$ cat src/rtl/fp_enco.sv
// fp_enco: normalizes a 48-bit mantissa product one shift per cycle, rounds it and packs an IEEE-754 single.
// Defining FP_ENCO_ROUND_EN selects round-to-nearest-even; without it the significand is truncated.
module fp_enco (
  input  logic        clk,
  input  logic        rst_n,
  input  logic        in_valid,
  output logic        in_ready,
  input  logic        signo,
  input  logic [9:0]  exponente,
  input  logic [47:0] mantissa,
  output logic        out_valid,
  input  logic        out_ready,
  output logic [31:0] float_num,
  output logic        overflow,
  output logic        underflow,
  output logic        inexact
);

  localparam logic [1:0] IDLE  = 2'd0;
  localparam logic [1:0] NORM  = 2'd1;
  localparam logic [1:0] ROUND = 2'd2;
  localparam logic [1:0] OUT   = 2'd3;

  logic [1:0]         state_r;
  logic               sign_r;
  logic signed [10:0] exp_r;
  logic [47:0]        mant_r;
  logic               sticky_r;
  logic               outValid_r;
  logic [31:0]        floatNum_r;
  logic               overflow_r;
  logic               underflow_r;
  logic               inexact_r;

  logic [23:0]        rndMant_s;
  logic               guard_s;
  logic               sticky_s;
  logic               roundUp_s;
  logic [24:0]        mantSum_s;
  logic [23:0]        finMant_s;
  logic signed [10:0] finExp_s;
  logic [31:0]        packed_s;
  logic               ovf_s;
  logic               unf_s;
  logic               inx_s;

  // Rounding and packing of the normalized significand (bit 46 is the hidden one).
  always_comb begin
    rndMant_s = mant_r[46:23];
    guard_s   = mant_r[22];
    sticky_s  = sticky_r | (|mant_r[21:0]);
`ifdef FP_ENCO_ROUND_EN
    roundUp_s = guard_s & (sticky_s | rndMant_s[0]);
`else
    roundUp_s = 1'b0;
`endif
    mantSum_s = {1'b0, rndMant_s} + {24'd0, roundUp_s};
    if (mantSum_s[24]) begin
      finMant_s = 24'h80_0000;
      finExp_s  = exp_r + 11'sd1;
    end else begin
      finMant_s = mantSum_s[23:0];
      finExp_s  = exp_r;
    end
    inx_s = guard_s | sticky_s;
    ovf_s = 1'b0;
    unf_s = 1'b0;
    if (finExp_s >= 11'sd255) begin
      packed_s = {sign_r, 8'hFF, 23'h0};
      ovf_s    = 1'b1;
      inx_s    = 1'b1;
    end else if (finExp_s <= 11'sd0) begin
      packed_s = {sign_r, 31'h0};
      unf_s    = 1'b1;
      inx_s    = 1'b1;
    end else begin
      packed_s = {sign_r, finExp_s[7:0], finMant_s[22:0]};
    end
  end

  // Operand capture, iterative normalization and result holding.
  always_ff @(posedge clk or negedge rst_n) begin
    if (!rst_n) begin
      state_r     <= IDLE;
      sign_r      <= 1'b0;
      exp_r       <= 11'sd0;
      mant_r      <= 48'h0;
      sticky_r    <= 1'b0;
      outValid_r  <= 1'b0;
      floatNum_r  <= 32'h0;
      overflow_r  <= 1'b0;
      underflow_r <= 1'b0;
      inexact_r   <= 1'b0;
    end else begin
      case (state_r)
        IDLE: begin
          if (in_valid) begin
            sign_r   <= signo;
            exp_r    <= {exponente[9], exponente};
            mant_r   <= mantissa;
            sticky_r <= 1'b0;
            state_r  <= NORM;
          end
        end
        NORM: begin
          if (mant_r == 48'h0) begin
            floatNum_r  <= {sign_r, 31'h0};
            overflow_r  <= 1'b0;
            underflow_r <= 1'b0;
            inexact_r   <= 1'b0;
            outValid_r  <= 1'b1;
            state_r     <= OUT;
          end else if (mant_r[47]) begin
            mant_r   <= {1'b0, mant_r[47:1]};
            exp_r    <= exp_r + 11'sd1;
            sticky_r <= sticky_r | mant_r[0];
          end else if (mant_r[46]) begin
            state_r <= ROUND;
          end else begin
            mant_r <= {mant_r[46:0], 1'b0};
            exp_r  <= exp_r - 11'sd1;
          end
        end
        ROUND: begin
          floatNum_r  <= packed_s;
          overflow_r  <= ovf_s;
          underflow_r <= unf_s;
          inexact_r   <= inx_s;
          outValid_r  <= 1'b1;
          state_r     <= OUT;
        end
        OUT: begin
          if (out_ready) begin
            outValid_r <= 1'b0;
            state_r    <= IDLE;
          end
        end
        default: begin
          outValid_r <= 1'b0;
          state_r    <= IDLE;
        end
      endcase
    end
  end

  assign in_ready  = (state_r == IDLE);
  assign out_valid = outValid_r;
  assign float_num = floatNum_r;
  assign overflow  = overflow_r;
  assign underflow = underflow_r;
  assign inexact   = inexact_r;

endmodule

$ cat config.mk
export PLATFORM = sky130hd
export DESIGN_NAME = fp_enco
export DESIGN_NICKNAME = d
export VERILOG_FILES = /design/src/rtl/fp_enco.sv
export SDC_FILE = /design/constraint.sdc
export NUM_CORES = 1
export LEC_CHECK = 0
export ABC_AREA = 0
export CAP_MARGIN = 25
export CORE_MARGIN = 4
export CORE_UTILIZATION = 30
export CTS_CLUSTER_SIZE = 12
export DETAILED_ROUTE_END_ITERATION = 8
export GPL_TIMING_DRIVEN = 0
export REMOVE_ABC_BUFFERS = 1
export SETUP_SLACK_MARGIN = 0.2
export SLEW_MARGIN = 40
export SYNTH_ARGS = -nofsm -noshare
export SYNTH_HDL_FRONTEND = slang
export SYNTH_SLANG_ARGS = --single-unit
$ cat constraint.sdc
create_clock -name clk -period 2.5 [get_ports clk]
set_input_delay 0.375 -clock clk [delete_from_list [all_inputs] [get_ports clk]]
set_output_delay 0.375 -clock clk [all_outputs]
set_load 0.05 [all_outputs]
==> flow_summary.toml <==
[run_status]
status = "complete, no violations"

[synthesis]
synth_seq_cells = 99
yosys.area.top_type_share_pct = 43.8
muxShareOfSynthArea_pct = 12.5
area_fraction_in_compound_gates_after_synthesis_pct = 15.8
post_synth_num_cell_types = 46
synthTopCellsByArea = "dfrtp_1 (44%), nor2_1 (7.6%), a221oi_1 (6.8%), mux2_2 (6.0%), mux2_4 (5.3%)"
ys_top_cells_by_count = "nor2_1 (114), dfrtp_1 (99), nand2_1 (69)"
main_combinational_cell_family_by_area_after_synthesis = "simple AND/OR/NAND/NOR gates"
synth_sequential_area_ratio_pct = 43.8
dominantRegCellSynth = "dfrtp_1"
synth-warning-count = 0
area_share_of_and_or_nand_nor_cells_after_synthesis_pct = 20.2
number_of_synthesized_flops_with_an_enable_pin = 0
yosys.area_share.adder_pct = 3.23
asyncSetResetFlopFracSynth_pct = 100
yosysTopAreaCell = "dfrtp_1"
postSynthAreaPerCell_sq_um = 9.30
post-synth-top-count-cell = "nor2_1"
post_synth_xor_area_fraction_pct = 0.620
mappedNetlistArea_sq_mm = 0.00565
netlist_instances = 608

[worst_setup_path]
timing.critical_path.slowest_cell_delay_ns = 0.44
cp_cell_sequence = "buf_16, clkinvlp_4, buf_12, buf_6, ha_4, and3_4, nor2_1, a31oi_1, buf_4, a21oi_2, o21bai_1, a311o_1"
r2r_cells = 12
worst-path-max-fanout = 6
arrival_ns = 2.67
rr_endpoint = "exp_r[10]$_DFFE_PN0P_"
cell_family_contributing_the_most_delay_on_the_critical_path = "compound AO/OA/AOI/OAI gates"
worst_ep_required_time_ns = 2.73
rrSetupSlack_ns = 0.06
startpoint_type = "flip-flop"
setup.worst_path.class = "reg -> reg"
critPathBufInv = 5
timing.rr.start = "mant_r[47]$_DFFE_PN0P_"
worstSetupEndpointType = "flip-flop"
cp_slowest_cell = "dfrtp_4"

[detailed_routing]
finalWirelength_mm = 18.8
final_antenna_net_count = 0
drt-vias-per-instance = 5.34
routed-via-count = 5255
drt_iter0_drc = 297
detail_route.wl_per_cell_um = 19.1
firstDrtPassIters = 4
drt_drc_violations_left = 0

[global_route]
antenna_violations_before_repair = 0
grt.overflow.total = 0
grtUsageTotal_pct = 16.5
grt_start_max_net_pins = 61
grt_pass1_vias = 5173
grt_pass1_wl_mm = 28.4

[layout]
flow.area_growth_from_synthesis_pct = 53.0
fillers = 1756
layout.nets = 828
num_antenna_cells = 0
sequential_cell_area_sq_mm = 0.00249
multi_input_comb_area_sq_mm = 0.00355
drive_gt1_share_pct = 29.4
post_layout_nonfiller_instances = 985

[worst_hold_path]
worst_hold_path_class = "reg -> reg"
hold-path-cell-count = 2
min_to = "float_num[7]$_DFFE_PN0P_"
min-delay-start = "float_num[7]$_DFFE_PN0P_"

[power]
power.ir.vdd_worst_uv = 495
leakagePower_nw = 3.67
power_w = 0.0145
power_density_mw_per_mm2 = 1680

[sta]
period_needed_ns = 2.44
finClkSkew_ns = 0.0100
achievable-frequency_mhz = 410
postLayoutSetupSlackWorst_ns = 0.0586
drv_slew = 0
final_min_period_over_clock_period_pct = 97.7
timing.slew.headroom_pct = 60.9
timing_hold_violations_final = 0
tightest_slew_ns = 0.575
rsz0062_at_grt = "yes"
timing.setup.tns_ns = 0
finalSetupViolations = 0

[place]
detailedPlacementHpwl_mm = 10.6
placed_cells_incl_taps = 904
pre_cts_slack_ns = -0.495
placement.io_buffers = 99
gp_congestion = 0.782

[clock_tree]
clock_path_buffers = 2
tritoncts_clock_tree = "yes"
htreeDepth = 3
cts.sink_count = 99
clk_latency_ns = 0.35
cts.root.buffer_cell = "clkbuf_16"
cts-buffers-inserted = 9
worst_setup_hold_path_clk_slew_ns = 0.08

[die]
pin_count = 100
initial_utilization_pct = 30.9
die_x_um = 145
floorplan.rows = 49
core-area_sq_mm = 0.0183
design.die.area_sq_mm = 0.0211
die_y_um = 145

[job]
cap_viol_max_count = 0
==> power by group <==
part	switching [W]	internal [W]	leakage (nW)
sequential	0.000955	0.00240	1.21
combinational	0.00481	0.00495	2.32
clock	0.000665	0.000764	0.141
total	0.00643	0.00811	3.67
==> flip-flops by register name (all words and copies together), names as in the netlist <==
name,flops
exp_r,11
float_num,32
inexact,1
mant_r,48
out_valid,1
overflow,1
sign_r,1
state_r,2
sticky_r,1
underflow,1
==> metrics by stage <==
step                cell area [sq um]  utilization (%)  hold slack (ns)
floorplan                        5460                -           0.0794
global placement                 6740             36.9            0.451
detailed placement               7020             38.4            0.323
CTS                              8010             43.8            0.475
global route                     8650             47.3            0.488
finish                           8650             47.3            0.466
==> worst max-delay path by stage <==
stage / cells after the start / from / slack (ns) / to
floorplan: 5 / state_r[1]$_DFFE_PN0P_ / -2.28 / exp_r[8]$_DFFE_PN0P_
global placement: 6 / state_r[1]$_DFFE_PN0P_ / -4.35 / exp_r[0]$_DFFE_PN0P_
detailed placement: 9 / state_r[1]$_DFFE_PN0P_ / -0.50 / mant_r[29]$_DFFE_PN0P_
CTS: 10 / mant_r[47]$_DFFE_PN0P_ / 0.11 / exp_r[9]$_DFFE_PN0P_
global route: 11 / mant_r[47]$_DFFE_PN0P_ / -0.04 / exp_r[10]$_DFFE_PN0P_
finish: 12 / mant_r[47]$_DFFE_PN0P_ / 0.06 / exp_r[10]$_DFFE_PN0P_
==> layer usage <==
| metal | track usage [%] | vias up | share of wire [%] |
|---|---|---|---|
| li1 | - | 2493 | - |
| met1 | 22.3 | 2620 | 46 |
| met2 | 26.5 | 122 | 48 |
| met3 | 3.84 | 20 | 4.9 |
| met4 | 4.99 | 0 | 1.3 |
| met5 | 0 | - | 0 |
==> layout by cell type, fill, tap and decap left out, types with 11 or more instances in the layout <==
cell / instances
a21oi_1: 17
clkdlybuf4s50_1: 97
nand3_1: 29
o21ai_0: 21
a221oi_1: 44
nor2_1: 111
nand2_1: 52
buf_4: 36
clkbuf_16: 15
nand2_2: 11
dfrtp_1: 93
mux2_4: 47
==> logic make-up (layout without fill, tap and decap cells) <==
logic type | after synthesis | in the layout
buffers and inverters | 50 | 195
muxes | 57 | 59
AOI/OAI and AO/OA | 127 | 127
and+or+nand+nor | 257 | 258
adders and majority gates | 14 | 14
DFF | 99 | 99
xor gates and xnor gates | 4 | 4
==> timing repair <==
item                       in CTS  in global routing
gates cloned                    6                  8
hold buffers                    1                  0
pin swaps                      26                 22
setup endpoints to repair      96                 89
hold endpoints to repair       49                  0
resized for setup              48                102
buffers inserted               38                 12
==> cell type report <==
type | instances | area share, %
timing repair inverter | 1 | 0.0868
clock buffer | 12 | 3.08
clock inverter | 4 | 0.376
multi-input combinational | 462 | 41.0
sequential | 99 | 28.8
tap | 229 | 3.31
timing repair buffer | 171 | 22.9
inverter | 7 | 0.434
==> worst min-delay path: stages, from the launching register on <==
cell and delay (ns):
dfrtp_1 0.34, nand2_1 0.05, nand2_1 0.04
(Power assumes the default switching activity.)
